### src/rtl/fft_pkg.sv
// Shared FFT definitions: loader FSM states, twiddle-table sizing and
// the radix-2 DIT exponent schedule used to address the twiddle ROM.
package fft_pkg;

  typedef enum logic [1:0] {
    IDLE  = 2'd0,
    LOAD  = 2'd1,
    DRAIN = 2'd2
  } state_t;

  // Number of butterflies per stage (and ROM entries): 2^(npoint-1).
  function automatic int fft_half(input int npoint);
    return 1 << (npoint - 1);
  endfunction

  // Total twiddle pushes for a full transform: npoint stages of HALF each.
  function automatic int fft_total(input int npoint);
    return npoint * fft_half(npoint);
  endfunction

  // Fractional bits of the Q2.(width-2) twiddle format, so +1.0 fits.
  function automatic int q_shift(input int width);
    return width - 2;
  endfunction

  // Exponent k for push index p: stage s = p / HALF, butterfly b = p mod HALF,
  // k = (b mod 2^s) * 2^(npoint-1-s).
  function automatic int twiddle_exp(input int p, input int npoint);
    int half;
    int s;
    int b;
    half = fft_half(npoint);
    s    = p / half;
    b    = p % half;
    return (b % (1 << s)) * (1 << (npoint - 1 - s));
  endfunction

endpackage

### src/rtl/twiddle_loader_if.sv
// Streaming bus between the twiddle loader and its consumer: a one-cycle
// start request, status flags and the qualified complex weight.
interface twiddle_loader_if #(
  parameter int WIDTH = 16
);

  logic                    start;
  logic                    busy;
  logic                    done;
  logic                    dout_weight_valid;
  logic signed [WIDTH-1:0] dout_weight_real;
  logic signed [WIDTH-1:0] dout_weight_imag;

  // The loader produces the stream.
  modport master (
    input  start,
    output busy,
    output done,
    output dout_weight_valid,
    output dout_weight_real,
    output dout_weight_imag
  );

  // The consumer requests a stream and accepts every valid beat.
  modport slave (
    output start,
    input  busy,
    input  done,
    input  dout_weight_valid,
    input  dout_weight_real,
    input  dout_weight_imag
  );

endinterface

### src/rtl/twiddle_rom.sv
// Twiddle factor ROM: HALF entries of W^k = cos(2*pi*k/N) - j*sin(2*pi*k/N)
// in Q2.(WIDTH-2), read synchronously; the read register holds when idle.
module twiddle_rom
  import fft_pkg::*;
#(
  parameter int NPOINT = 3,
  parameter int WIDTH  = 16,
  parameter int ADDR_W = (NPOINT > 1) ? NPOINT - 1 : 1
) (
  input  logic                    clk,
  input  logic                    rst_n,
  input  logic                    en,
  input  logic [ADDR_W-1:0]       addr,
  output logic signed [WIDTH-1:0] rd_real,
  output logic signed [WIDTH-1:0] rd_imag
);

  localparam int  HALF = fft_half(NPOINT);
  localparam int  Q    = q_shift(WIDTH);
  localparam real PI   = 3.14159265358979323846;

  // Scale a real value into Q format, rounding half away from zero.
  function automatic logic signed [WIDTH-1:0] to_q(input real x);
    real    scaled;
    integer v;
    scaled = x * (2.0 ** Q);
    if (scaled >= 0.0) v = $rtoi(scaled + 0.5);
    else               v = $rtoi(scaled - 0.5);
    return WIDTH'(v);
  endfunction

  generate
    if (NPOINT == 1) begin : g_const
      // A 2-point FFT only ever needs W^0, so no table or address is used.
      always_ff @(posedge clk or negedge rst_n) begin
        if (!rst_n) begin
          rd_real <= '0;
          rd_imag <= '0;
        end else if (en) begin
          rd_real <= to_q(1.0);
          rd_imag <= '0;
        end
      end
    end else begin : g_table
      logic signed [WIDTH-1:0] rom_re [HALF];
      logic signed [WIDTH-1:0] rom_im [HALF];

      for (genvar i = 0; i < HALF; i++) begin : g_entry
        assign rom_re[i] = to_q($cos(2.0 * PI * real'(i) / real'(1 << NPOINT)));
        assign rom_im[i] = to_q(-$sin(2.0 * PI * real'(i) / real'(1 << NPOINT)));
      end

      // Registered read; the output holds its last value while disabled.
      always_ff @(posedge clk or negedge rst_n) begin
        if (!rst_n) begin
          rd_real <= '0;
          rd_imag <= '0;
        end else if (en) begin
          rd_real <= rom_re[addr];
          rd_imag <= rom_im[addr];
        end
      end
    end
  endgenerate

endmodule

### src/rtl/twiddle_loader.sv
// Twiddle loader: on start, streams the full set of radix-2 DIT twiddle
// factors (NPOINT stages x HALF butterflies) in push order, one per cycle.
module twiddle_loader
  import fft_pkg::*;
#(
  parameter int NPOINT = 3,
  parameter int WIDTH  = 16
) (
  input  logic              clk,
  input  logic              rst_n,
  twiddle_loader_if.master  bus
);

  localparam int TOTAL  = fft_total(NPOINT);
  localparam int ADDR_W = (NPOINT > 1) ? NPOINT - 1 : 1;
  localparam int P_W    = (TOTAL > 1) ? $clog2(TOTAL) : 1;
  localparam logic [P_W-1:0] P_LAST = P_W'(TOTAL - 1);

  state_t                  state;
  state_t                  next_state;
  logic [P_W-1:0]          p;
  logic [P_W-1:0]          next_p;
  logic                    valid_q;
  logic                    done_q;
  logic                    rom_en;
  logic [ADDR_W-1:0]       rom_addr;
  logic signed [WIDTH-1:0] w_re;
  logic signed [WIDTH-1:0] w_im;

  // State, push counter, and the valid/done flags aligned with the ROM read.
  always_ff @(posedge clk or negedge rst_n) begin
    if (!rst_n) begin
      state   <= IDLE;
      p       <= '0;
      valid_q <= 1'b0;
      done_q  <= 1'b0;
    end else begin
      state   <= next_state;
      p       <= next_p;
      valid_q <= (state == LOAD);
      done_q  <= (state == DRAIN);
    end
  end

  // Next state, counter advance and ROM address for the current push.
  always_comb begin
    next_state = state;
    next_p     = p;
    rom_en     = 1'b0;
    rom_addr   = '0;
    case (state)
      IDLE: begin
        if (bus.start && !done_q) begin
          next_state = LOAD;
          next_p     = '0;
        end
      end
      LOAD: begin
        rom_en   = 1'b1;
        rom_addr = ADDR_W'(twiddle_exp(int'(p), NPOINT));
        if (p == P_LAST) begin
          next_state = DRAIN;
          next_p     = '0;
        end else begin
          next_p = p + 1'b1;
        end
      end
      DRAIN: begin
        next_state = IDLE;
      end
      default: begin
        next_state = IDLE;
      end
    endcase
  end

  twiddle_rom #(
    .NPOINT (NPOINT),
    .WIDTH  (WIDTH),
    .ADDR_W (ADDR_W)
  ) u_rom (
    .clk     (clk),
    .rst_n   (rst_n),
    .en      (rom_en),
    .addr    (rom_addr),
    .rd_real (w_re),
    .rd_imag (w_im)
  );

  assign bus.busy              = (state != IDLE);
  assign bus.done              = done_q;
  assign bus.dout_weight_valid = valid_q;
  assign bus.dout_weight_real  = w_re;
  assign bus.dout_weight_imag  = w_im;

endmodule

### src/flat_wrapper.sv
// flat-port wrapper written by rule: the top's interface ports become plain ports
module twiddle_loader_flat import fft_pkg::*;
#(
  parameter int NPOINT = 3,
  parameter int WIDTH  = 16
)
  (clk, rst_n, bus_start, bus_busy, bus_done, bus_dout_weight_valid, bus_dout_weight_real, bus_dout_weight_imag);
  twiddle_loader_if #(.WIDTH(WIDTH)) bus_i ();
  input  logic clk;
  input  logic rst_n;
  input wire logic [$bits(bus_i.start)-1:0] bus_start;
  output wire logic [$bits(bus_i.busy)-1:0] bus_busy;
  output wire logic [$bits(bus_i.done)-1:0] bus_done;
  output wire logic [$bits(bus_i.dout_weight_valid)-1:0] bus_dout_weight_valid;
  output wire logic [$bits(bus_i.dout_weight_real)-1:0] bus_dout_weight_real;
  output wire logic [$bits(bus_i.dout_weight_imag)-1:0] bus_dout_weight_imag;
  assign bus_i.start = bus_start;
  assign bus_busy = bus_i.busy;
  assign bus_done = bus_i.done;
  assign bus_dout_weight_valid = bus_i.dout_weight_valid;
  assign bus_dout_weight_real = bus_i.dout_weight_real;
  assign bus_dout_weight_imag = bus_i.dout_weight_imag;
  twiddle_loader #(.NPOINT(NPOINT), .WIDTH(WIDTH)) u_core (.clk(clk), .rst_n(rst_n), .bus(bus_i));
endmodule
### config.mk
export PLATFORM = sky130hd
export DESIGN_NAME = twiddle_loader_flat
export DESIGN_NICKNAME = d
export VERILOG_FILES = /design/src/rtl/fft_pkg.sv /design/src/rtl/twiddle_loader_if.sv /design/src/rtl/twiddle_rom.sv /design/src/rtl/twiddle_loader.sv /design/src/flat_wrapper.sv
export SDC_FILE = /design/constraint.sdc
export NUM_CORES = 1
export LEC_CHECK = 0
export ABC_AREA = 1
export CAP_MARGIN = 20
export CELL_PAD_IN_SITES_DETAIL_PLACEMENT = 0
export CELL_PAD_IN_SITES_GLOBAL_PLACEMENT = 1
export CORE_MARGIN = 1.5
export CORE_UTILIZATION = 46
export DETAILED_ROUTE_END_ITERATION = 10
export PLACE_DENSITY = 0.92
export SYNTH_ARGS = -nofsm -noshare
export SYNTH_HDL_FRONTEND = slang
export SYNTH_SLANG_ARGS = --single-unit
### constraint.sdc
create_clock -name clk -period 31.8 [get_ports clk]
set_clock_uncertainty 0.15 [all_clocks]
set_input_delay 6.36 -clock clk [delete_from_list [all_inputs] [get_ports clk]]
set_output_delay 6.36 -clock clk [all_outputs]
set_load 0.01 [all_outputs]
==> impl_metrics.json, run 1 <==
{
  "postCtsHoldBufs": 0,
  "synth.yosys.seq_area_share_pct": 1.901,
  "status": "finished clean",
  "fillerInstances": 3949,
  "synth.area.top_cells": "nand2_1, nand3_1, inv_1, nor2_1, nand2_4",
  "row_count": 70,
  "globalplace.congestion": 0.9914,
  "synth_cell_type_count": 66,
  "area_growth_syn_to_layout_pct": 2.771,
  "drt-vias-per-instance": 5.467,
  "yosysTopAreaCell": "nand2_1",
  "grt_max_degree": 48,
  "pin_count": 38,
  "setup_violations": 0,
  "initial_core_util_pct": 46.75,
  "synthFlopType": "dfrtp_1",
  "first_pass_iters": 6,
  "synth_area_um2": 17110,
  "fmax_mhz": 34.38,
  "drt_wl_total_um": 53510,
  "worst_ep_required_time_ns": 31.81,
  "gr-total-overflow": 0,
  "path_delay_family": "simple AND/OR/NAND/NOR gates",
  "num_vias": 18599,
  "seq_area_um2": 325.3,
  "start_kind": "flop",
  "ant_nets": 0,
  "stdcell_area_um2": 17590,
  "die-area_um2": 38370,
  "antenna_found_initial": 0,
  "yosysWarnings": 0,
  "hpwl_um": 44880,
  "grt_pass1_vias": 17322,
  "root_buffer": "clkbuf_16",
  "cap_violations": 0,
  "nets": 2998,
  "synth-seq-cells": 13,
  "cts_tree": "yes",
  "grtUsageTotal_pct": 26.92,
  "cts_buffer_depth": 2,
  "clk_latency_ns": 0.24,
  "antenna_cells": 0,
  "cts.sinks": 13,
  "period_needed_ns": 29.09,
  "critical_path_buf_inv_count": 22,
  "synth_cells": 2947,
  "worstHoldPathType": "reg -> reg",
  "wire_per_inst_um": 15.73,
  "async_reset_ff_share_pct": 100.0,
  "worstMarginPinSlew_ns": 0.6304,
  "period_share_pct": 91.48,
  "cp_common_cell": "nand2_1",
  "finalHoldViolCount": 0,
  "core_um2": 36610,
  "htree_levels": 1,
  "grt_pass1_wl_um": 86150,
  "crit_slowest_cell": "ha_1",
  "synth_top_area_share_pct": 17.74,
  "cp-end-kind": "flop",
  "synth_edf_count": 0,
  "maxSlewViolCount": 0,
  "clkTransAtPathRegs_ns": 0.05,
  "portBuffers": 32,
  "arrival_ns": 29.10,
  "cpPeakStageDelay_ns": 0.50,
  "first_iter_violations": 1344,
  "critPathKind": "reg -> reg",
  "crit_fanout": 47,
  "die_h_um": 195.9,
  "syn_avg_cell_area_um2": 5.807,
  "cts_buffers": 3,
  "fp.dieW_um": 195.9,
  "whs_ns": 0.2819,
  "drive_gt1_share_pct": 21.23,
  "maxSlewHeadroom_pct": 57.84,
  "drc": 0,
  "placed_cell_area_um2": 17270,
  "multi_input_area_um2": 14250
}
routing by layer:
layer / up-vias / routed length [um] / GRT usage [%]
met5: - / 0 / 0
li1: 9397 / - / -
met3: 117 / 2419 / 1.925
met1: 8545 / 23560 / 34.09
met2: 540 / 25960 / 48.82
met4: 0 / 1578 / 7.436
cells by family after synthesis:
logic type | synth area share, %
AND/OR/NAND/NOR | 65.16
buffers and inverters | 15.76
AO/OA/AOI/OAI | 8.327
XOR/XNOR | 4.401
adder cells (fa/ha/maj) | 4.430
flip-flops | 1.901
other | 0.02191
worst reg2reg max path: cells and delay by family, from the launching register on:
kind                     cells  cell delay (ns)
AO/OA/AOI/OAI               37             7.02
AND/OR/NAND/NOR             91            12.96
adder cells (fa/ha/maj)     16             5.66
buffers and inverters       22             2.82
flip-flops                   1             0.45
path summary, 6_finish.rpt:
kind | to | slack, ns | start | depth (start not counted)
hold / removal | u_core.bus.done | 0.28 | u_core.state[0] | 1
min in group asynchronous | u_core.p[1] | 6.36 | rst_n | 1
hold reg to reg | u_core.bus.done | 0.28 | u_core.state[0] | 1
max in group asynchronous | u_core.u_rom.rd_real[12] | 24.73 | rst_n | 1
setup / recovery | u_core.u_rom.rd_real[14] | 2.71 | u_core.p[3] | 166
setup reg to reg | u_core.u_rom.rd_real[14] | 2.71 | u_core.p[3] | 166
final cells by class:
class | count | area share, %
multi-input cells | 2403 | 81.03
inverters | 461 | 10.61
well taps | 468 | 3.329
repair buffers | 53 | 2.739
flip-flops and latches | 13 | 1.850
clock buffers | 4 | 0.4482
sequential cells by signal, indices dropped and copies added, names as in the netlist:
name	flops
u_core.state	2
u_core.u_rom.rd_real	4
u_core.u_rom.rd_imag	1
u_core.bus.done	1
u_core.p	4
u_core.bus.dout_weight_valid	1
layout by cell type (no fill, tap or decap), types with 5 or more instances in the layout:
| master | count |
|---|---|
| nand3_4 | 33 |
| nand3b_1 | 27 |
| clkinv_1 | 14 |
| o21bai_1 | 9 |
| o21ai_2 | 44 |
| nor2_2 | 52 |
| xor2_1 | 54 |
| nor3_4 | 5 |
| nand2_1 | 809 |
| ha_1 | 57 |
| nand2_8 | 10 |
| nor2_4 | 57 |
| inv_2 | 72 |
| nand2_2 | 108 |
| dfrtp_1 | 13 |
| o21ai_1 | 47 |
| buf_4 | 20 |
| nor3_1 | 23 |
| clkinv_4 | 5 |
| nand4_1 | 115 |
| conb_1 | 5 |
| nand4_4 | 5 |
| o21ai_0 | 70 |
| nand2_4 | 73 |
| inv_4 | 6 |
| inv_1 | 350 |
| clkdlybuf4s50_1 | 32 |
| clkinv_2 | 8 |
| nor2_8 | 10 |
| nand3_2 | 78 |
| nand3_1 | 276 |
| nand4_2 | 9 |
| a21oi_2 | 5 |
| xnor2_1 | 27 |
| nor2_1 | 324 |
| a21oi_1 | 42 |
per-stage QoR:
| stage | util, % | setup slack (ns) | setup TNS, ns | std cells |
|---|---|---|---|---|
| after floorplan | - | 3.919 | 0 | 2951 |
| after global routing | 48.04 | -0.1554 | -0.2664 | 3402 |
| after detailed placement | 47.17 | 0.1836 | 0 | 3384 |
| after global placement | 47.17 | 1.619 | 0 | 3384 |
| after CTS | 47.39 | 0.1238 | 0 | 3388 |
| final | 48.04 | 2.709 | 0 | 3402 |
cells in the mapped netlist (14+ instances only):
cell type and n:
nand2_1 809, inv_1 350, nor2_1 326, nand3_1 276, nand4_1 115, nand2_2 109, nand2_4 77, nand3_2 77
o21ai_0 75, inv_2 72, ha_1 59, nor2_2 54, xor2_1 54, nor2_4 53, a21oi_1 46, o21ai_1 45
o21ai_2 41, nand3_4 32, buf_4 29, nand3b_1 27, xnor2_1 27, nor3_1 23, buf_12 14, clkinv_1 14
timing repair:
| action | in CTS | in global routing |
|---|---|---|
| buffers inserted | 0 | 12 |
| endpoints found under the setup margin | 0 | 5 |
| resized for setup | 0 | 30 |
Power of run 1 is left out: the tool's default activity adds up to more than one toggle a clock period on the data nets, which glitch-free logic cannot reach.
==> run 2, diff against run 1 <==
--- a/config.mk
+++ b/config.mk
@@ -11,6 +11,7 @@
 export CELL_PAD_IN_SITES_GLOBAL_PLACEMENT = 1
 export CORE_MARGIN = 1.5
 export CORE_UTILIZATION = 46
+export CTS_BUF_LIST = sky130_fd_sc_hd__clkbuf_8
 export DETAILED_ROUTE_END_ITERATION = 10
 export PLACE_DENSITY = 0.92
 export SYNTH_ARGS = -nofsm -noshare
==> run 2 against run 1 <==
  * Final cell count did not move
  * Worst setup slack improved by 0.011 ns
  * Count of clock-buffer cells in the layout fell by 1
  * First-iteration DRC count rose by 5.2%
  * Non-clock buffer count did not move
  * Maximum frequency barely moved
  * Final area fell by 0.19%
  * Die area did not move
  * Routed wire length fell by 0.25%
  * Worst hold slack got worse by 0.0017 ns
  * Sequential share of layout area barely moved
  * Critical path depth did not move
==> impl_metrics.json, run 2 (same netlist as run 1, synthesis figures left out) <==
{
  "area_growth_syn_to_layout_pct": 2.573,
  "rrSetupSlack_ns": 2.72,
  "fmax_mhz": 34.39,
  "antenna_cells": 0,
  "seq_area_um2": 325.3,
  "r2r_end": "u_core.u_rom.rd_real[14]",
  "clkTransAtPathRegs_ns": 0.05,
  "reg_top3": "u_core.p (4), u_core.u_rom.rd_real (4), u_core.state (2)",
  "cap_violations": 0,
  "arrival_ns": 29.09,
  "grt_pass1_wl_um": 86110,
  "tns_ns": 0,
  "cts.sinks": 13,
  "drt-vias-per-instance": 5.472,
  "mostFrequentLayoutCells": "nand2_1, inv_1, nor2_1",
  "initial_core_util_pct": 46.75,
  "postCtsHoldBufs": 0,
  "clk_latency_ns": 0.24,
  "antenna_found_initial": 0,
  "root_buffer": "clkbuf_8",
  "drive_gt1_share_pct": 21.23,
  "final_common_cell": "nand2_1",
  "pin_count": 38,
  "drc": 0,
  "worst_ep_required_time_ns": 31.81,
  "whs_ns": 0.2801,
  "hpwl_um": 44880,
  "globalplace.congestion": 0.9914,
  "worstMarginPinSlew_ns": 0.6403,
  "portBuffers": 32,
  "maxSlewHeadroom_pct": 57.18,
  "layout_setup_ws_ns": 2.721,
  "grt_max_degree": 48,
  "drt_wl_total_um": 53380,
  "worstHoldStart": "u_core.state[0]",
  "stdcell_area_um2": 17550,
  "die_h_um": 195.9,
  "ant_nets": 0,
  "cts_buffers": 3,
  "gr-total-overflow": 0,
  "hold_depth": 1,
  "cts_tree": "yes",
  "htree_levels": 1,
  "nets": 2998,
  "post-place-ws_ns": 0.1836,
  "cts_buffer_depth": 2,
  "worstHoldPathType": "reg -> reg",
  "cp-end-kind": "flop",
  "grtUsageTotal_pct": 26.92,
  "first_pass_iters": 5,
  "r2r_cells": 166,
  "fp.dieW_um": 195.9,
  "cpPeakStageDelay_ns": 0.49,
  "cp_common_cell": "nand2_1",
  "hold_end": "u_core.bus.done",
  "crit_slowest_cell": "ha_1",
  "core_um2": 36610,
  "grt_pass1_vias": 17321,
  "period_needed_ns": 29.08,
  "fillerInstances": 3957,
  "setup_violations": 0,
  "wire_per_inst_um": 15.69,
  "finalHoldViolCount": 0,
  "period_share_pct": 91.44,
  "die-area_um2": 38370,
  "num_vias": 18615,
  "start_kind": "flop",
  "first_iter_violations": 1414,
  "r2r-start": "u_core.p[3]",
  "crit_fanout": 47,
  "multi_input_area_um2": 14250,
  "row_count": 70,
  "critPathKind": "reg -> reg",
  "status": "finished clean",
  "placed_cell_area_um2": 17270,
  "maxSlewViolCount": 0
}
## run 2: changes by cell type in the layout (fill, tap and decap cells not counted)
cell and delta:
clkbuf_16 -3, clkbuf_8 +3, clkbuf_1 -1, inv_1 +1
## run 2: metrics by stage
stage	util (%)	std cells
2_1_floorplan	-	2951
3_3_place_gp	47.17	3384
3_5_place_dp	47.17	3384
4_1_cts	47.30	3388
5_1_grt	47.95	3402
6_report	47.95	3402
## run 2: how the worst max path moves through the flow
| stage | startpoint | end | slack, ns | cells after the start |
|---|---|---|---|---|
| 5_1_grt | u_core.p[2] | u_core.u_rom.rd_real[14] | -0.15 | 168 |
| 2_1_floorplan | u_core.p[2] | u_core.u_rom.rd_real[14] | 3.92 | 185 |
| 3_5_place_dp | u_core.p[2] | u_core.u_rom.rd_real[14] | 0.18 | 157 |
| 6_report | u_core.p[3] | u_core.u_rom.rd_real[14] | 2.72 | 166 |
| 3_3_place_gp | u_core.p[2] | u_core.u_rom.rd_real[14] | 1.62 | 156 |
| 4_1_cts | u_core.p[2] | u_core.u_rom.rd_real[14] | 0.12 | 157 |
## run 2: routing by layer
| metal | track usage, % | routed length [um] |
|---|---|---|
| met2 | 48.81 | 25910 |
| met4 | 7.436 | 1572 |
| met5 | 0 | 0 |
| met1 | 34.06 | 23270 |
| met3 | 1.977 | 2624 |
## run 2: final cells by class
type / count / area share [%]
flip-flops and latches: 13 / 1.853
inverters: 461 / 10.63
clock buffers: 3 / 0.2352
well taps: 468 / 3.336
multi-input cells: 2403 / 81.18
repair buffers: 53 / 2.744
clock inverters: 1 / 0.02138
## run 2: worst max-delay path, delay by kind of cell (launching register included)
| family | cells | cell delay, ns |
|---|---|---|
| AOI/OAI and AO/OA | 37 | 6.96 |
| buffers and inverters | 22 | 2.81 |
| DFF | 1 | 0.45 |
| and+or+nand+nor | 91 | 12.89 |
| adders and majority gates | 16 | 5.66 |
## run 2: repair_timing
| action | CTS | global route |
|---|---|---|
| gates resized for setup | 0 | 30 |
| buffers inserted | 0 | 12 |
| endpoints found under the setup margin | 0 | 5 |
| endpoints found under the hold margin | 0 | 0 |
Power of run 2 is left out for the same reason.
==> run 3, diff against run 2 <==
--- a/config.mk
+++ b/config.mk
@@ -10,10 +10,10 @@
 export CELL_PAD_IN_SITES_DETAIL_PLACEMENT = 0
 export CELL_PAD_IN_SITES_GLOBAL_PLACEMENT = 1
 export CORE_MARGIN = 1.5
-export CORE_UTILIZATION = 46
+export CORE_UTILIZATION = 24
 export CTS_BUF_LIST = sky130_fd_sc_hd__clkbuf_8
 export DETAILED_ROUTE_END_ITERATION = 10
-export PLACE_DENSITY = 0.92
+export PLACE_DENSITY = 0.57
 export SYNTH_ARGS = -nofsm -noshare
 export SYNTH_HDL_FRONTEND = slang
 export SYNTH_SLANG_ARGS = --single-unit
==> run 3 against run 2 <==
  * First-iteration DRC count shrank 16%
  * Sequential cell count is the same
  * Worst setup slack improved by 0.30 ns
  * Final area grew 3.3%
  * Count of clock-buffer cells in the layout unchanged
  * Final cell count is 14% higher
  * Via count down 4.0%
  * Critical path depth increased by 2
  * Maximum frequency up 1.0%
  * Sequential share of layout area decreased by 0.059 points
  * Global-route usage shrank 11 points
  * Worst hold slack worse by 0.0062 ns
  * Critical endpoint unchanged
  * Largest cell class unchanged
==> impl_metrics.json, run 3 (same netlist as run 1, synthesis figures left out) <==
{
  "mostFrequentLayoutCells": "nand2_1, inv_1, nor2_1",
  "die-area_um2": 72920,
  "setup_violations": 0,
  "cts.sinks": 13,
  "drive_gt1_share_pct": 21.13,
  "post-place-ws_ns": 0.2240,
  "tns_ns": 0,
  "portBuffers": 32,
  "grtUsageTotal_pct": 15.86,
  "num_vias": 17870,
  "drt_wl_total_um": 60030,
  "grt_pass1_vias": 16766,
  "root_buffer": "clkbuf_8",
  "cts_buffers": 3,
  "arrival_ns": 28.79,
  "drc": 0,
  "worstMarginPinSlew_ns": 0.6669,
  "clk_latency_ns": 0.25,
  "final_common_cell": "nand2_1",
  "gr-total-overflow": 0,
  "ant_nets": 0,
  "crit_fanout": 47,
  "cp_common_cell": "nand2_1",
  "clkTransAtPathRegs_ns": 0.06,
  "finalHoldViolCount": 0,
  "globalplace.congestion": 0.8659,
  "cpPeakStageDelay_ns": 0.46,
  "fillerInstances": 8159,
  "die_h_um": 270.0,
  "reg_top3": "u_core.p (4), u_core.u_rom.rd_real (4), u_core.state (2)",
  "core_um2": 70270,
  "multi_input_area_um2": 14250,
  "maxSlewViolCount": 0,
  "period_share_pct": 90.51,
  "initial_core_util_pct": 24.35,
  "antenna_cells": 0,
  "wire_per_inst_um": 15.50,
  "nets": 2998,
  "postCtsHoldBufs": 0,
  "antenna_found_initial": 0,
  "layout_setup_ws_ns": 3.017,
  "status": "finished clean",
  "whs_ns": 0.2740,
  "area_growth_syn_to_layout_pct": 5.958,
  "grt_max_degree": 48,
  "critPathKind": "reg -> reg",
  "period_needed_ns": 28.78,
  "worstHoldPathType": "reg -> reg",
  "row_count": 97,
  "hold_depth": 1,
  "start_kind": "flop",
  "first_iter_violations": 1185,
  "crit_slowest_cell": "dfrtp_1",
  "grt_pass1_wl_um": 95050,
  "worst_ep_required_time_ns": 31.81,
  "maxSlewHeadroom_pct": 55.54,
  "cts_buffer_depth": 2,
  "rsz0062_at_grt": "no",
  "fmax_mhz": 34.74,
  "seq_area_um2": 325.3,
  "fp.dieW_um": 270.0,
  "r2r_cells": 168,
  "cts_tree": "yes",
  "hpwl_um": 51150,
  "cap_violations": 0,
  "htree_levels": 1,
  "drt-vias-per-instance": 4.613,
  "first_pass_iters": 5,
  "cp-end-kind": "flop",
  "pin_count": 38
}
==> run 3: cell count changes in the layout (fill, tap and decap cells not counted), sizes merged <==
cell | before | now
buf | 21 | 20
nand3 | 387 | 388
==> run 3: layer usage <==
metal | global-route usage (%) | share of wire (%)
met1 | 22.32 | 49
met2 | 27.93 | 48
met3 | 0.2045 | 1.8
met4 | 1.316 | 0.78
met5 | 0 | 0
==> run 3: area by class of cell <==
class,count,area share [%]
multi-input cells,2404,78.57
inverters,461,10.29
well taps,940,6.486
repair buffers,52,2.615
flip-flops and latches,13,1.794
clock buffers,3,0.2277
clock inverters,1,0.02070
==> run 3: path summary, 6_finish.rpt <==
path	start	to	slack (ns)
hold reg to reg	u_core.state[0]	u_core.bus.done	0.27
setup reg to reg	u_core.p[2]	u_core.u_rom.rd_real[14]	3.02
max in group asynchronous	rst_n	u_core.u_rom.rd_imag[14]	24.75
min in group asynchronous	rst_n	u_core.bus.dout_weight_valid	6.35
hold / removal	u_core.state[0]	u_core.bus.done	0.27
setup / recovery	u_core.p[2]	u_core.u_rom.rd_real[14]	3.02
==> run 3: critical path, delay by kind of cell (launching register included) <==
family	cells	cell delay, ns
buffers and inverters	21	2.86
AOI/OAI and AO/OA	38	6.39
and+or+nand+nor	93	13.32
adders and majority gates	16	5.37
DFF	1	0.46
==> run 3: through the flow <==
stage	std cells	cell area (um2)	utilization, %
2_1_floorplan	2951	17130	-
3_3_place_gp	3860	17890	25.46
3_5_place_dp	3860	17890	25.46
4_1_cts	3864	17940	25.52
5_1_grt	3874	18130	25.81
6_report	3874	18130	25.81
==> run 3: timing repair <==
item	CTS	global route
setup buffers	0	7
setup endpoints to repair	0	5
gates resized for setup	0	27
Power of run 3 is left out for the same reason.
